--- config.mk ---
export PLATFORM = sky130hd
export DESIGN_NAME = alu_mc_flat
export DESIGN_NICKNAME = d
export VERILOG_FILES = /design/src/rtl/alu_mc_if.sv /design/src/rtl/alu_mc.sv /design/src/flat_wrapper.sv
export SDC_FILE = /design/constraint.sdc
export NUM_CORES = 1
export LEC_CHECK = 0
export ABC_CLOCK_PERIOD_IN_PS = 2850
export CORE_MARGIN = 2
export CORE_UTILIZATION = 48
export CTS_BUF_LIST = sky130_fd_sc_hd__clkbuf_16
export DETAILED_ROUTE_END_ITERATION = 10
export HOLD_SLACK_MARGIN = 0.02
export PLACE_DENSITY_LB_ADDON = 0.2
export SETUP_SLACK_MARGIN = 0.15
export SLEW_MARGIN = 20
export SYNTH_ARGS = -nofsm -noshare
export SYNTH_HDL_FRONTEND = slang
export SYNTH_SLANG_ARGS = --single-unit
--- constraint.sdc ---
create_clock -name clk -period 2.85 [get_ports clk]
set_input_delay 0.57 -clock clk [delete_from_list [all_inputs] [get_ports clk]]
set_output_delay 0.57 -clock clk [all_outputs]
set_load 0.02 [all_outputs]
--- src/rtl/alu_mc_if.sv ---
// alu_mc request/result bundle.
// master issues ops and takes results; slave is the ALU.
interface alu_mc_if #(
  parameter int W  = 8,
  parameter int SW = $clog2(W)
);
  logic          in_valid;
  logic          in_ready;
  logic [3:0]    FS;
  logic [SW-1:0] SH;
  logic [W-1:0]  A;
  logic [W-1:0]  B;
  logic [W-1:0]  ext_in;
  logic          out_valid;
  logic          out_ready;
  logic [W-1:0]  F;
  logic [W-1:0]  F_HI;
  logic          N;
  logic          Z;
  logic          C;
  logic          V;
  logic          D;
  logic          busy;

  modport master (
    output in_valid, FS, SH, A, B, ext_in, out_ready,
    input  in_ready, out_valid, F, F_HI,
    input  N, Z, C, V, D, busy
  );

  modport slave (
    input  in_valid, FS, SH, A, B, ext_in, out_ready,
    output in_ready, out_valid, F, F_HI,
    output N, Z, C, V, D, busy
  );
endinterface

--- src/rtl/alu_mc.sv ---
// alu_mc: registered multi-cycle ALU, valid/ready in and out.
// Define ALU_MULDIV_EN for the iterative MUL/DIV datapath.
module alu_mc #(
  parameter int W  = 8,
  parameter int SW = $clog2(W)
) (
  input  logic    clk,
  input  logic    rst_n,
  alu_mc_if.slave io
);
  localparam logic [3:0] OP_ADD  = 4'h0;
  localparam logic [3:0] OP_ADC  = 4'h1;
  localparam logic [3:0] OP_OR   = 4'h2;
  localparam logic [3:0] OP_SLTU = 4'h3;
  localparam logic [3:0] OP_PASS = 4'h4;
  localparam logic [3:0] OP_SUB  = 4'h5;
  localparam logic [3:0] OP_SBB  = 4'h6;
  localparam logic [3:0] OP_SHR  = 4'h7;
  localparam logic [3:0] OP_NOT  = 4'h8;
  localparam logic [3:0] OP_SHL  = 4'h9;
  localparam logic [3:0] OP_XOR  = 4'hA;
  localparam logic [3:0] OP_EXT  = 4'hB;
  localparam logic [3:0] OP_AND  = 4'hC;
  localparam logic [3:0] OP_MUL  = 4'hD;
  localparam logic [3:0] OP_DIV  = 4'hE;

  typedef enum logic [1:0] {
    IDLE,
    BUSY,
    DONE
  } state_t;

  state_t       state;
  logic         accept;
  logic         iter_op;
  logic         ld;
  logic [W-1:0] b_op;
  logic         cin;
  logic [W:0]   sum;
  logic [W:0]   shl_w;
  logic [W:0]   shr_w;
  logic [W-1:0] r_f;
  logic         r_c;
  logic         r_v;
  logic [W-1:0] ld_f;
  logic [W-1:0] ld_hi;
  logic         ld_c;
  logic         ld_v;

  assign io.in_ready = rst_n & ((state == IDLE) |
                       ((state == DONE) & io.out_ready));
  assign accept = io.in_valid & io.in_ready;

  // adder operand and carry-in; C=1 means no borrow
  always_comb begin
    b_op = io.B;
    cin  = 1'b0;
    unique case (1'b1)
      io.FS == OP_ADC: cin = io.C;
      io.FS == OP_SUB: begin
        b_op = ~io.B;
        cin  = 1'b1;
      end
      io.FS == OP_SBB: begin
        b_op = ~io.B;
        cin  = io.C;
      end
      default: ;
    endcase
  end

  assign sum   = {1'b0, io.A} + {1'b0, b_op}
               + {{W{1'b0}}, cin};
  assign shl_w = {1'b0, io.A} << io.SH;
  assign shr_w = {io.A, 1'b0} >> io.SH;

  // single-cycle result and carry/overflow
  always_comb begin
    r_f = '0;
    r_c = 1'b0;
    r_v = 1'b0;
    unique case (io.FS)
      OP_ADD, OP_ADC, OP_SUB, OP_SBB: begin
        r_f = sum[W-1:0];
        r_c = sum[W];
        r_v = (io.A[W-1] == b_op[W-1]) &
              (sum[W-1] != io.A[W-1]);
      end
      OP_OR:   r_f = io.A | io.B;
      OP_SLTU: r_f = {W{io.A < io.B}};
      OP_PASS: r_f = io.A;
      OP_SHR: begin
        r_f = shr_w[W:1];
        r_c = shr_w[0];
      end
      OP_NOT:  r_f = ~io.A;
      OP_SHL: begin
        r_f = shl_w[W-1:0];
        r_c = shl_w[W];
      end
      OP_XOR:  r_f = io.A ^ io.B;
      OP_EXT:  r_f = io.ext_in;
      OP_AND:  r_f = io.A & io.B;
      OP_MUL, OP_DIV: r_v = 1'b1;
      default: r_v = 1'b1;
    endcase
  end

`ifdef ALU_MULDIV_EN
  logic [W-1:0]  hi;
  logic [W-1:0]  lo;
  logic [W-1:0]  dv;
  logic          is_div;
  logic [SW-1:0] cnt;
  logic [W-1:0]  c_hi;
  logic [W-1:0]  c_lo;
  logic [W-1:0]  c_dv;
  logic          c_div;
  logic [W:0]    m_sum;
  logic [W:0]    d_sh;
  logic [W:0]    d_df;
  logic          div_ge;
  logic [W-1:0]  hi_n;
  logic [W-1:0]  lo_n;
  logic          last;

  assign iter_op = (io.FS == OP_MUL) |
                   (io.FS == OP_DIV);

  // accept edge runs step 1 straight off the operands
  assign c_hi  = (state == BUSY) ? hi : '0;
  assign c_lo  = (state == BUSY) ? lo : io.A;
  assign c_dv  = (state == BUSY) ? dv : io.B;
  assign c_div = (state == BUSY) ? is_div
                                 : (io.FS == OP_DIV);

  assign m_sum  = {1'b0, c_hi} +
                  (c_lo[0] ? {1'b0, c_dv} : '0);
  assign d_sh   = {c_hi, c_lo[W-1]};
  assign d_df   = d_sh - {1'b0, c_dv};
  assign div_ge = (d_sh >= {1'b0, c_dv});
  assign hi_n   = c_div
    ? (div_ge ? d_df[W-1:0] : d_sh[W-1:0])
    : m_sum[W:1];
  assign lo_n   = c_div
    ? {c_lo[W-2:0], div_ge}
    : {m_sum[0], c_lo[W-1:1]};
  assign last   = (state == BUSY) &
                  (cnt == SW'(W - 1));
`else
  assign iter_op = 1'b0;
  assign io.busy = 1'b0;
`endif

  // choose what lands in the output register
  always_comb begin
    ld    = accept & ~iter_op;
    ld_f  = r_f;
    ld_hi = '0;
    ld_c  = r_c;
    ld_v  = r_v;
`ifdef ALU_MULDIV_EN
    if (last) begin
      ld    = 1'b1;
      ld_f  = lo_n;
      ld_hi = hi_n;
      ld_c  = ~is_div & (hi_n != '0);
      ld_v  = is_div ? (dv == '0)
                     : (hi_n != '0);
    end
`endif
  end

  // FSM, iteration state and the result register
  always_ff @(posedge clk or negedge rst_n) begin
    if (!rst_n) begin
      state        <= IDLE;
      io.out_valid <= 1'b0;
      io.F         <= '0;
      io.F_HI      <= '0;
      io.N         <= 1'b0;
      io.Z         <= 1'b0;
      io.C         <= 1'b0;
      io.V         <= 1'b0;
      io.D         <= 1'b0;
`ifdef ALU_MULDIV_EN
      io.busy      <= 1'b0;
      hi           <= '0;
      lo           <= '0;
      dv           <= '0;
      is_div       <= 1'b0;
      cnt          <= '0;
`endif
    end else begin
      if (ld) begin
        io.F    <= ld_f;
        io.F_HI <= ld_hi;
        io.N    <= ld_f[W-1];
        io.Z    <= (ld_f == '0);
        io.C    <= ld_c;
        io.V    <= ld_v;
        io.D    <= ld_f[W-1] ^ ld_v;
      end
      if (accept) begin
        state        <= iter_op ? BUSY : DONE;
        io.out_valid <= ~iter_op;
`ifdef ALU_MULDIV_EN
        io.busy      <= iter_op;
        hi           <= hi_n;
        lo           <= lo_n;
        dv           <= io.B;
        is_div       <= (io.FS == OP_DIV);
        cnt          <= SW'(1);
`endif
      end else if ((state == DONE) && io.out_ready) begin
        state        <= IDLE;
        io.out_valid <= 1'b0;
      end
`ifdef ALU_MULDIV_EN
      else if (state == BUSY) begin
        hi  <= hi_n;
        lo  <= lo_n;
        cnt <= cnt + 1'b1;
        if (last) begin
          state        <= DONE;
          io.out_valid <= 1'b1;
          io.busy      <= 1'b0;
        end
      end
`endif
    end
  end
endmodule

--- src/flat_wrapper.sv ---
// flat-port wrapper written by rule: the top's interface ports become plain ports
module alu_mc_flat 
#(
  parameter int W  = 8,
  parameter int SW = $clog2(W)
)
  (clk, rst_n, io_in_valid, io_FS, io_SH, io_A, io_B, io_ext_in, io_out_ready, io_in_ready, io_out_valid, io_F, io_F_HI, io_N, io_Z, io_C, io_V, io_D, io_busy);
  alu_mc_if #(.W(W), .SW(SW)) io_i ();
  input  logic clk;
  input  logic rst_n;
  input wire logic [$bits(io_i.in_valid)-1:0] io_in_valid;
  input wire logic [$bits(io_i.FS)-1:0] io_FS;
  input wire logic [$bits(io_i.SH)-1:0] io_SH;
  input wire logic [$bits(io_i.A)-1:0] io_A;
  input wire logic [$bits(io_i.B)-1:0] io_B;
  input wire logic [$bits(io_i.ext_in)-1:0] io_ext_in;
  input wire logic [$bits(io_i.out_ready)-1:0] io_out_ready;
  output wire logic [$bits(io_i.in_ready)-1:0] io_in_ready;
  output wire logic [$bits(io_i.out_valid)-1:0] io_out_valid;
  output wire logic [$bits(io_i.F)-1:0] io_F;
  output wire logic [$bits(io_i.F_HI)-1:0] io_F_HI;
  output wire logic [$bits(io_i.N)-1:0] io_N;
  output wire logic [$bits(io_i.Z)-1:0] io_Z;
  output wire logic [$bits(io_i.C)-1:0] io_C;
  output wire logic [$bits(io_i.V)-1:0] io_V;
  output wire logic [$bits(io_i.D)-1:0] io_D;
  output wire logic [$bits(io_i.busy)-1:0] io_busy;
  assign io_i.in_valid = io_in_valid;
  assign io_i.FS = io_FS;
  assign io_i.SH = io_SH;
  assign io_i.A = io_A;
  assign io_i.B = io_B;
  assign io_i.ext_in = io_ext_in;
  assign io_i.out_ready = io_out_ready;
  assign io_in_ready = io_i.in_ready;
  assign io_out_valid = io_i.out_valid;
  assign io_F = io_i.F;
  assign io_F_HI = io_i.F_HI;
  assign io_N = io_i.N;
  assign io_Z = io_i.Z;
  assign io_C = io_i.C;
  assign io_V = io_i.V;
  assign io_D = io_i.D;
  assign io_busy = io_i.busy;
  alu_mc #(.W(W), .SW(SW)) u_core (.clk(clk), .rst_n(rst_n), .io(io_i));
endmodule
Yosys cells after proc, flatten, opt, wreduce, memory -nomap -nowiden
Cells that the tools add are included.
- bits in registers: 16
- word-level logic and storage cells: 57
- output and inout bits: 24
- input bits: 35
- reductions and logical operators: 9
- add/sub/neg operators: 2
- equal/unequal tests: 15
- multiplexer cells: 9
- shifts and indexed selects: 2
- bitwise operators: 11
- $lt $le $gt $ge: 1
- operators with widths (cell ; number):
    $pmux W8 S10 ; 1
    $eq A4 B4 Y1 const B ; 5
    $eq A4 B3 Y1 const B ; 4
    $not A8 Y8 ; 2
    $add A8 B8 Y9 ; 1
    $add A9 B1 Y9 ; 1
    $reduce_or A9 Y1 ; 1
    $shl A8 B3 Y9 ; 1
    $shr A9 B3 Y9 ; 1
    $and A8 B8 Y8 ; 1
    $eq A4 B2 Y1 const B ; 2
    $logic_not A8 Y1 ; 1
    $lt A8 B8 Y1 ; 1
    $mux W8 ; 1
    $or A8 B8 Y8 ; 1
    $xor A8 B8 Y8 ; 1
    $and A1 B1 Y1 ; 4
    $eq A4 B1 Y1 const B ; 1
    $logic_not A4 Y1 ; 1
    $mux W2 ; 2
    $pmux W1 S2 ; 2
    $reduce_or A2 Y1 ; 2
    $reduce_or A4 Y1 ; 1
    $pmux W1 S3 ; 1
    9 further kinds ; 10

Depth between registers and ports, before layout
- depth after elaboration: 9
- mapped depth: 15
- mapped depth without buffers: 12

Worst setup path before layout
No wires, ideal clock.
- path type: input-to-reg
- from: in io_FS[1]
- to: reg u_core.io.D
- cell stages on the path: 13
- setup time: 76 ps
- data arrival time: 3720 ps
- setup slack: -946 ps
- data required time: 2774 ps
- cells stage by stage: buf_6 -> clkbuf_1 -> xor2_1 -> nand3_1 -> xnor2_1 -> fa_1 -> a21oi_1 -> o211ai_1 -> o41ai_1 -> or4b_1 -> o211ai_1 -> o21ai_0 -> o21ai_1
- cells in the longest elaborated chain, start to end: 9
- ends and longest elaborated chain (item ; line ; source):
    start, declared ; flat_wrapper.sv:12 ; input wire logic [$bits(io_i.FS)-1:0] io_FS;
    $eq A4 B3 Y1, on equally long branches ; alu_mc.sv:64, alu_mc.sv:82, alu_mc.sv:60 ;
    $reduce_or A2 Y1 (no source line) ; -- ;
    $mux W8 ; -- ;
    $add A8 B8 Y9 ; alu_mc.sv:72 ; assign sum = {1'b0, io.A} + {1'b0, b_op}
    $add A9 B1 Y9 ; alu_mc.sv:73 ; + {{W{1'b0}}, cin};
    $ne A1 B1 Y1 ; alu_mc.sv:87 ; (sum[W-1] != io.A[W-1]);
    $and A1 B1 Y1 ; alu_mc.sv:86 ; r_v = (io.A[W-1] == b_op[W-1]) &
    $pmux W1 S2 ; alu_mc.sv:82 ; unique case (io.FS)
    $xor A1 B1 Y1 (*) ; alu_mc.sv:202 ; io.D <= ld_f[W-1] ^ ld_v;
    end signal, assigned ; alu_mc.sv:202 ;
    end, declared ; alu_mc_if.sv:34 ; output N, Z, C, V, D, busy
Mark *: on every way between the ends. The rest lies on a longest branch, timed or not.
A chain may end at the register's enable or synchronous reset.

Final worst setup path
- from: in io_FS[3]
- to: reg u_core.io.Z
- cells in the longest elaborated chain, start to end: 7
- ends and longest elaborated chain (item ; line ; source):
    $eq A4 B3 Y1, on equally long branches ; alu_mc.sv:64, alu_mc.sv:82, alu_mc.sv:60 ;
    $reduce_or A2 Y1 (no source line) ; -- ;
    $mux W8 ; -- ;
    $add A8 B8 Y9 ; alu_mc.sv:72 ;
    $add A9 B1 Y9 ; alu_mc.sv:73 ;
    $pmux W8 S10 (*) ; alu_mc.sv:82 ;
    $logic_not A8 Y1 (*) ; alu_mc.sv:199 ; io.Z <= (ld_f == '0);
    end signal, assigned ; alu_mc.sv:199 ;
    end, declared ; alu_mc_if.sv:34 ;
Marked as above.

==> results.ini <==
[die]
start_util_pct=50.10
rows=27
coreArea_mm2=0.005574
io_pins=59
die_w_um=80.28
die_h_um=80.28
die-area_mm2=0.006444

[logic_synthesis]
syn_area_mm2=0.002793
synth_warnings=0
seq_area_frac_synth_pct=11.65
ys_ff_latch=13
synth_area_leaders=ha_1 (14%), dfrtp_1 (12%), nand2_1 (4.3%), buf_6 (4.0%), mux4_1 (3.8%)
yosys.area.top_type=ha_1
async_reset_ff_share_pct=100.0
yosys_most_used_dff=dfrtp_1
synth_cell_types=67
syn-mean-instance-area_um2=7.889
synth_top_area_share_pct=13.89
synthCells=354
synth_edf_count=0

[final_layout]
finalNonFillerCells=557
area_growth_pct=52.55
nets=554
utilization_pct=76.43
drive_gt1_share_pct=30.72
antennaDiodeCount=0

[drt]
wl_per_cell_um=18.54
first_pass_iters=5
drt-initial-drc-count=205
viasPerCell=5.914
routed_wl_um=10320
vias=3294
drc=0
drtAntennaViolNets=0

[setup_path]
ff2ff_setup_slack_ns=-0.04
cpLargestDelayFamily=adder cells
r2r_end=u_core.io.Z
rr_worst_depth=12
worst_path_most_repeated_cell=fa_2
timing.rr.start=u_core.io.C
crit_type=in2reg
cp.required_ns=2.99
critical_path_buf_inv_count=3
worstSetupEndpointType=register
startpoint=io_FS[3]
slowest_stage=fa_2
cpPeakStageDelay_ns=0.40
critPathMaxFanout=2
worstPathArrival_ns=3.26
worstPathCellList=clkdlybuf4s15_1 -> inv_2 -> nand3_2 -> xnor2_2 -> fa_2 -> fa_2 -> buf_6 -> a211oi_2 -> nor2_1 -> xnor2_1 -> o21ai_1 -> nor4_2 -> nand4b_1 -> o31ai_2
worstSetupStartpointType=primary input

[cts]
clock-sinks=13
cts_buffers=3
cts_buffer_depth=2
clkTransAtPathRegs_ns=0.04
htreeDepth=1
postCtsHoldBufs=0
cts_root_buf=clkbuf_16
worstSkewPairLatency_ns=0.24
cts_tree=yes

[min_path]
holdPathStages=2
min_from=u_core.io.D
holdPathEnd=u_core.io.D
hold_path.class=reg2reg

[placement]
dpl.cell_count=541
dpl.hpwl_um=7622
numPortBuffers=49
place.gp.congestion=0.9202
pre_cts_slack_ns=-0.8491

[grt]
grt_pass1_wl_um=15700
grt-ovfl-total=0
grt_pass1_vias=3144
antenna_found_initial=0
grt_usage_pct=31.75
grt_max_degree=29

[sta]
finClkSkew_ns=0.004398
rsz0062_at_grt=true
setup_viol=7
slew_viol_final=0
relSlewSlack_pct=59.01
tightest_slew_ns=0.6093
timing.final.crit_share_pct=109.6
hold_viol_final=0
min_period_ns=3.123
worst_slack_ns=-0.2726
clock.fmax_mhz=320.2

[power]
peakVddDrop_mv=0.3791
leakage_nw=1.978
p_per_area_mw_per_mm2=324.1

[run_status]
violations=negative setup slack
outcome=finished, violations left

[run]
cap_violations=0

synth_stat cells, types with 3 or more instances:
master and n:
dfrtp_1 13, buf_4 11, o22ai_1 3, inv_1 23, nor3_1 9, ha_1 31, a211oi_1 4, a31oi_1 5
nand2b_1 6, o21ai_0 16, nand3_1 11, xnor2_1 11, a21oi_1 20, nor3b_1 5, clkbuf_1 10, o211ai_1 4
nor2_1 24, mux2i_1 9, a211o_1 5, a221oi_1 4, nor2b_1 8, a2111oi_0 4, mux2_2 3, nor4_1 5
xor2_1 4, nand2_1 32, buf_6 10, o21ai_1 6, mux4_1 4
metal layers:
metal / share of wire, % / global-route usage (%) / routed length (µm) / vias up
met5: 0 / 0 / 0 / -
met4: 2.7 / 9.153 / 279 / 0
met3: 7.3 / 4.382 / 752 / 29
met2: 48 / 54.92 / 4955 / 160
met1: 42 / 40.93 / 4336 / 1558
li1: - / - / - / 1547
registers in the layout, summed over array words and instances (netlist names):
register / cells
u_core.io.N: 1
u_core.io.D: 1
u_core.io.C: 1
u_core.io.V: 1
u_core.io.F: 7
u_core.io.out_valid: 1
u_core.io.Z: 1
layout by cell type, fill, tap and decap left out, types with 9 or more instances in the layout:
master,netlist,layout
nand3_1,11,10
dfrtp_1,13,13
a21oi_1,20,17
nand2_1,32,32
ha_1,31,31
inv_1,23,23
buf_6,10,9
o21ai_0,16,11
buf_4,11,95
nor2_1,24,24
conb_1,1,9
clkdlybuf4s50_1,0,36
xnor2_1,11,9
mux2i_1,9,9
cell families (layout without fill, tap and decap cells):
logic type | Yosys count | after routing | share of synthesized area (%)
simple gates | 120 | 120 | 22.54
flops | 13 | 13 | 11.65
other cells | 1 | 9 | 0.1343
fa+ha+maj | 33 | 33 | 15.32
buf+inv | 57 | 180 | 11.92
compound gates | 97 | 97 | 23.93
mux | 18 | 18 | 9.812
xor+xnor | 15 | 15 | 4.704
worst register-to-register path, stage by stage (launching register included):
cell	delay (ns)
dfrtp_1	0.42
o21ai_1	0.18
a21oi_2	0.09
fa_2	0.37
fa_2	0.40
buf_6	0.13
a211oi_2	0.19
nor2_1	0.09
xnor2_1	0.15
o21ai_1	0.08
nor4_2	0.25
nand4b_1	0.22
o31ai_2	0.22
through the flow:
step	hold WS, ns	setup TNS, ns	power (mW)	cell area, µm²
detailed placement	0.4652	-6.728	1.013	3887
finish	0.4890	-1.173	1.381	4260
global route	0.5012	-2.164	1.461	4260
global placement	0.4596	-6.048	1.001	3887
floorplan	0.2744	-3.820	0.6753	2868
CTS	0.4760	-0.4438	1.305	4105
final cells by class:
cell class / count / area [µm²]
fill: 415 / 1314
multi-input combinational: 292 / 2365
clock inverter: 1 / 3.754
sequential: 13 / 325.3
timing repair buffer: 153 / 1315
tap: 72 / 90.09
clock buffer: 3 / 75.07
inverter: 23 / 86.33
worst max path at each step:
stage                     depth (start not counted)     endpoint  slack [ns]
final                                            14  u_core.io.Z       -0.27
after global routing                             14  u_core.io.Z       -0.42
after CTS                                        13  u_core.io.Z       -0.18
after detailed placement                         13  u_core.io.Z       -0.85
after global placement                           13  u_core.io.Z       -0.78
after floorplan                                  14  u_core.io.D       -0.61
timing repair:
item	in CTS	in global routing
resized for setup	38	27
setup endpoints to repair	12	12
setup buffers	10	2
pin swaps	15	13
where the power goes:
group / switching (mW) / leakage [nW] / internal, mW / total [mW]
Clock: 0.0690 / 0.0423 / 0.184 / 0.253
Combinational: 0.438 / 1.77 / 0.444 / 0.882
Sequential: 0.0230 / 0.163 / 0.222 / 0.245
Total: 0.530 / 1.98 / 0.851 / 1.38
Note: power is estimated with default switching activity, not from simulation.
